## config.mk

```make
export PLATFORM = sky130hd
export DESIGN_NAME = seq_divider_32bit
export DESIGN_NICKNAME = d
export VERILOG_FILES = /design/src/rtl/seq_divider_32bit.sv
export SDC_FILE = /design/constraint.sdc
export NUM_CORES = 1
export LEC_CHECK = 0
export CAP_MARGIN = 15
export CORE_ASPECT_RATIO = 1.1
export CORE_MARGIN = 1.5
export CORE_UTILIZATION = 30
export DETAILED_ROUTE_END_ITERATION = 12
export SLEW_MARGIN = 10
export SYNTH_ARGS = -nofsm -noshare
export SYNTH_HDL_FRONTEND = slang
export SYNTH_SLANG_ARGS = --single-unit
```

## constraint.sdc

```tcl
create_clock -name clk -period 2.5 [get_ports clk]
set_input_delay 0.25 -clock clk [delete_from_list [all_inputs] [get_ports clk]]
set_output_delay 0.25 -clock clk [all_outputs]
set_load 0.005 [all_outputs]
```

## src/rtl/seq_divider_32bit.sv

```systemverilog
// Sequential 32-bit unsigned restoring divider: one quotient bit per clock, MSB first.
// Divide-by-zero completes immediately with an all-ones quotient and the dividend as remainder.
module seq_divider_32bit (
    input  logic        clk,
    input  logic        rst_n,
    input  logic        start,
    input  logic [31:0] dividend,
    input  logic [31:0] divisor,
    output logic        busy,
    output logic        done,
    output logic [31:0] quotient,
    output logic [31:0] remainder,
    output logic        div_by_zero
);

    localparam int unsigned W  = 32;
    localparam int unsigned CW = 6;

    typedef enum logic [1:0] {S_IDLE, S_RUN, S_DONE} state_t;

    state_t          state, state_nxt;
    logic [CW-1:0]   cnt, cnt_nxt;
    logic [W-1:0]    part, part_nxt;
    logic [W-1:0]    dq, dq_nxt;
    logic [W-1:0]    dsr, dsr_nxt;
    logic            busy_nxt, done_nxt, dbz_nxt;
    logic [W-1:0]    quotient_nxt, remainder_nxt;

    logic [W:0]      shifted;
    logic [W+1:0]    sum;
    logic            qbit;
    logic [W-1:0]    part_step;

    // State, working registers and registered outputs
    always_ff @(posedge clk) begin
        if (!rst_n) begin
            state       <= S_IDLE;
            cnt         <= '0;
            part        <= '0;
            dq          <= '0;
            dsr         <= '0;
            busy        <= 1'b0;
            done        <= 1'b0;
            div_by_zero <= 1'b0;
            quotient    <= '0;
            remainder   <= '0;
        end else begin
            state       <= state_nxt;
            cnt         <= cnt_nxt;
            part        <= part_nxt;
            dq          <= dq_nxt;
            dsr         <= dsr_nxt;
            busy        <= busy_nxt;
            done        <= done_nxt;
            div_by_zero <= dbz_nxt;
            quotient    <= quotient_nxt;
            remainder   <= remainder_nxt;
        end
    end

    // One restoring step: 33-bit R' minus divisor via inverted add with carry-in.
    // No-borrow shows as sum[33:32] == 2'b10 because R' < 2*divisor always holds.
    always_comb begin
        shifted   = {part, dq[W-1]};
        sum       = {1'b0, shifted} + {1'b0, ~{1'b0, dsr}} + (W+2)'(1);
        qbit      = sum[W+1] & ~sum[W];
        part_step = qbit ? sum[W-1:0] : shifted[W-1:0];
    end

    // Next-state and next-output decode
    always_comb begin
        state_nxt     = state;
        cnt_nxt       = cnt;
        part_nxt      = part;
        dq_nxt        = dq;
        dsr_nxt       = dsr;
        busy_nxt      = 1'b0;
        done_nxt      = 1'b0;
        dbz_nxt       = div_by_zero;
        quotient_nxt  = quotient;
        remainder_nxt = remainder;

        case (state)
            S_IDLE, S_DONE: begin
                state_nxt = S_IDLE;
                if (start) begin
                    dbz_nxt = 1'b0;
                    if (divisor == '0) begin
                        state_nxt     = S_DONE;
                        done_nxt      = 1'b1;
                        dbz_nxt       = 1'b1;
                        quotient_nxt  = '1;
                        remainder_nxt = dividend;
                    end else begin
                        state_nxt = S_RUN;
                        busy_nxt  = 1'b1;
                        dq_nxt    = dividend;
                        dsr_nxt   = divisor;
                        part_nxt  = '0;
                        cnt_nxt   = '0;
                    end
                end
            end
            S_RUN: begin
                part_nxt = part_step;
                dq_nxt   = {dq[W-2:0], qbit};
                cnt_nxt  = cnt + CW'(1);
                if (cnt == CW'(W-1)) begin
                    state_nxt     = S_DONE;
                    done_nxt      = 1'b1;
                    quotient_nxt  = {dq[W-2:0], qbit};
                    remainder_nxt = part_step;
                end else begin
                    busy_nxt = 1'b1;
                end
            end
            default: state_nxt = S_IDLE;
        endcase
    end

endmodule

```

# After elaboration in Yosys (flattened, before gate mapping)
# Index checks and enable logic that the tools add are counted.
# word_totals
regBits	171
latchBits	0
ramBits	0
rom_bits	0
in_bits	67
output_inout_bits	67
elab_cells	62
n_memories	0
# op_classes
add_sub_neg	3
mul	0
n_div	0
n_lt_le_gt_ge	0
n_eq_ne	7
shift	0
mux	30
bitwise_logic	4
n_reduce_logical	8
# ops
operator	count
$mux W32	11
$pmux W32 S2	4
$add A33 B33 Y34	1
$add A34 B1 Y34 const B	1
$not A32 Y33	1
$logic_not A32 Y1	1
$mux W6	2
$pmux W6 S2	1
$ne A2 B2 Y1 const B	4
$add A6 B1 Y6 const B	1
$eq A6 B5 Y1 const B	1
$mux W1	6
$mux W2	3
$reduce_and A3 Y1	2
$pmux W1 S2	2
$pmux W2 S2	1
$reduce_and A4 Y1	1
$eq A2 B1 Y1 const B	1
$eq A2 B2 Y1 const B	1
$logic_not A2 Y1	1
$not A1 Y1	2
$reduce_and A2 Y1	1
$reduce_bool A2 Y1	1
$reduce_or A2 Y1	1
$and A1 B1 Y1	1

# Depth between registers and ports, before layout
# depth
ltp_word	8
ltp_mapped	15

# Least setup slack after synthesis
# OpenSTA, ideal clock, no wires.
# synth_path
kind	reg-to-reg
from	reg dq[31]
to	reg remainder[28]
arrival_time_ps	2521
t_required_ps	2363
setup_slack_ps	-158
stages_incl_launch_ff	13
n_path_buf	0
synth_period_minus_slack_ps	2658
path_cell_list	dfxtp_1 > inv_1 > ha_1 > inv_1 > fa_1 > a211oi_1 > o211a_1 > o22ai_2 > a211o_1 > a2111oi_0 > nor3_1 > mux2i_1 > a21oi_1
# synth_via
elab_chain_cells	7
# synth_lines
element	line_no	rtl
start, declared	24	logic [W-1:0] dq, dq_nxt;
start signal, assigned	51	dq <= dq_nxt;
$add A33 B33 Y34 (*)	65	sum = {1'b0, shifted} + {1'b0, ~{1'b0, dsr}} + (W+2)'(1);
$add A34 B1 Y34 (*)	65	
$not A1 Y1	66	qbit = sum[W+1] & ~sum[W];
$and A1 B1 Y1	66	
$mux W32 (*)	67	part_step = qbit ? sum[W-1:0] : shifted[W-1:0];
$mux W32 (*)	108	if (cnt == CW'(W-1)) begin
$pmux W32 S2 (*)	83	case (state)
end signal, assigned	57	remainder <= remainder_nxt;
end, declared	12	output logic [31:0] remainder,
# Mark *: on every way between the ends. The rest lies on a longest branch, timed or not. The select of a mux whose other input is x is not followed.
# A chain may end at the register's enable or synchronous reset.

# Worst setup path after layout
# layout_path
from	reg part[5]
to	reg remainder[7]
# layout_via
elab_chain_cells	7
# layout_lines
element	line_no	rtl
start, declared	23	logic [W-1:0] part, part_nxt;
start signal, assigned	50	part <= part_nxt;
$add A33 B33 Y34 (*)	65	
$add A34 B1 Y34 (*)	65	
$not A1 Y1	66	
$and A1 B1 Y1	66	
$mux W32 (*)	67	
$mux W32 (*)	108	
$pmux W32 S2 (*)	83	
# Marked as above.

==> reports/qor.txt <==
Avg Inst Size Synth: 7.72 um2
Die width: 168 um
CP Depth: 12
RSZ-0062 raised after global routing: yes
Worst-margin pin slew: 0.662 ns
EDFF count, synth: 0
Cts hold-fix bufs: 0
Clock transition at path regs: 0.08 ns
Setup WS post-layout: -0.355 ns
Final setup skew: 0.0107 ns
Hold path startpoint: rst_n
R2R depth: 12
Post-synth top area cell: dfxtp_1
Slew HR: 55.9%
Share of the synthesized area in the top cell type: 37.9%
Wirelength per Cell: 17.7 um
CP bufs+invs: 3
Core Region: 29600 um2
CTS tree: built
Total Nets Final: 1570
Initial core utilization: 30.5%
Hold/Removal Path Class: in2reg
Seq/Total Area, Yosys: 37.9%
Detailed-route via count: 9792
Gr ovfl total: 0
Max-cap violation count: 0
Worst path most repeated cell: buf_4
Initial DRC count: 663
Peak VDD IR: 0.000451 V
Crit path arrival time: 3.21 ns
Hold Fails Final Rpt: 0
Vias per Instance: 5.28
Post-route insts no fill: 1856
Post-Place Cells: 1805
Total design power: 7.01 mW
Worst Path Required: 2.85 ns
Status: finished, violations left
Final Max Slew Viols: 0
Pin count of the biggest net entering global routing: 119
Overall Global Routing Usage: 20.9%
Cells after Synth: 1171
Die Y: 185 um
Worst-path cell chain: ha_4 -> buf_4 -> nand3_4 -> o211ai_1 -> o211ai_4 -> a21oi_2 -> or3_4 -> a21o_4 -> buf_12 -> buf_4 -> mux2i_4 -> a221oi_2
1st-pass router iterations: 7
Top Ports: 134
Vias in the first global route: 9616
Post-synthesis async set-or-reset flop share: 0%
Root buffer cell: clkbuf_16
Share of cells above drive strength 1: 31.2%
Final setup fails: 66
Tmin final: 2.85 ns
Crit Path Class: reg2reg
Htree depth: 4
Max incr delay on CP: 0.41 ns
Antenna-violating nets left: 0
Diodes inserted: 0
RR Startpoint: part[5]$_SDFFE_PN0P_
Most frequent cell after synthesis: nand2_1
Nature of the critical path endpoint: flip-flop
Ys Warns: 0
TritonCTS Buffers: 17
HPWL Detailed: 23.7 mm
Antenna violations before repair: 0
Global-route wire length before repair: 51.3 mm
Cells taking the most area after synthesis: dfxtp_1 (38%), nand2_1 (8.4%), o21ai_0 (5.8%)
IO buf count: 133
Post-synth top flop: dfxtp_1
DRC Markers: 0
Number of synthesized register bits: 171
Final cycle utilization of the critical path: 114%
Clk sink count: 171
Pleak: 5.32 nW
Critical path origin: part[5]$_SDFFE_PN0P_
CP max stage cell: dfxtp_2
PD cells: 491 nW/um2
Syn-to-layout area delta: 57.8%
Mapped Nets: 1272
Worst Path Max Fanout: 8
Hold Path Stages: 3
Die area: 31200 um2
Failing checks: negative setup slack
Synthesized cell area: 9040 um2
Max Clk Rate: 350 MHz
Total Wirelength: 32.8 mm
Startpoint Class: flip-flop
Clock Path Buffers: 2
RD Place Congestion: 0.918
Top delay family on crit path: compound AO/OA/AOI/OAI gates
Library cells used by synthesis: 71
Worst-Skew Late Latency: 0.44 ns
Row cnt: 66
Post-synth top cells: nand2_1 (202), dfxtp_1 (171), o21ai_0 (105)
-- layout make-up --
cell class	instances	area, um2
clock buffer	17	425
clock inverter	15	173
fill	2755	15400
inverter	45	169
multi-input combinational	867	6210
sequential	171	3460
tap	374	468
timing repair buffer	367	3350
-- power breakdown --
group          leakage [nW]  switching, mW  internal (mW)
logic                  3.62          0.783          0.661
clock network         0.292           1.34           1.35
registers              1.40         0.0609           2.81
-- what timing repair did --
action,CTS,global route
endpoints found under the setup margin,66,66
resized for setup,163,84
setup buffers,14,11
endpoints found under the hold margin,0,0
gates cloned,2,0
pin swaps,38,12
-- kinds of logic after synthesis --
kind of cell	count (synthesis)	share of synthesized area (%)
adders and majority gates	34	4.79
and+or+nand+nor	447	22.3
AOI/OAI and AO/OA	330	22.9
DFF	171	37.9
buffers and inverters	133	6.22
xor gates and xnor gates	26	2.52
muxes	30	3.38
-- worst min-delay path, delay by kind of cell --
| kind | cells | cell delay (ns) |
|---|---|---|
| and+or+nand+nor | 1 | 0.21 |
| buffers and inverters | 2 | 0.26 |
-- final timing paths --
path	end	slack [ns]
worst max register to register	remainder[7]$_SDFFE_PN0P_	-0.35
worst max-delay path	remainder[7]$_SDFFE_PN0P_	-0.35
worst min-delay path	quotient[15]$_SDFFE_PN0P_	0.33
worst min register to register	dsr[4]$_SDFFE_PN0P_	0.46
-- layer usage --
| layer | part of all wire (%) | vias to the layer above | wire, um | global-route usage (%) |
|---|---|---|---|---|
| li1 | - | 4776 | - | - |
| met1 | 43 | 4730 | 14200 | 25.8 |
| met2 | 51 | 234 | 16600 | 37.4 |
| met3 | 3.5 | 52 | 1140 | 2.52 |
| met4 | 2.7 | 0 | 885 | 7.54 |
| met5 | 0 | - | 0 | 0 |
-- layout by cell type (no fill, tap or decap), types with 17 or more instances in the layout --
cell / count
a31oi_1: 35
buf_4: 204
inv_1: 36
o21ai_0: 71
nor2_1: 64
dfxtp_1: 141
mux2i_4: 21
o21ai_1: 28
a21oi_1: 70
dfxtp_2: 29
nor3_1: 69
ha_4: 26
clkdlybuf4s50_1: 132
nand2_1: 195
clkbuf_16: 17
nand3_1: 38
-- per-stage QoR --
step                      hold WS [ns]  cell area [um2]  utilization (%)  setup slack (ns)  TNS (ns)
after global routing             0.351            14300             48.1            -0.447    -22.33
final                            0.331            14300             48.1            -0.355    -14.21
after global placement           0.443            12300             41.6            -0.406    -18.15
after CTS                        0.321            13800             46.4            -0.256    -10.56
after detailed placement         0.448            12300             41.6            -0.535    -20.16
after floorplan                  0.378             9170                -           -0.0665     -1.12
-- state kept, by name, indices dropped and copies added (netlist names) --
name         cells
part            32
dq              32
done             1
dsr             32
busy             1
remainder       32
cnt              6
quotient        32
state            2
div_by_zero      1
No activity file was read; power rests on OpenSTA's default activity.
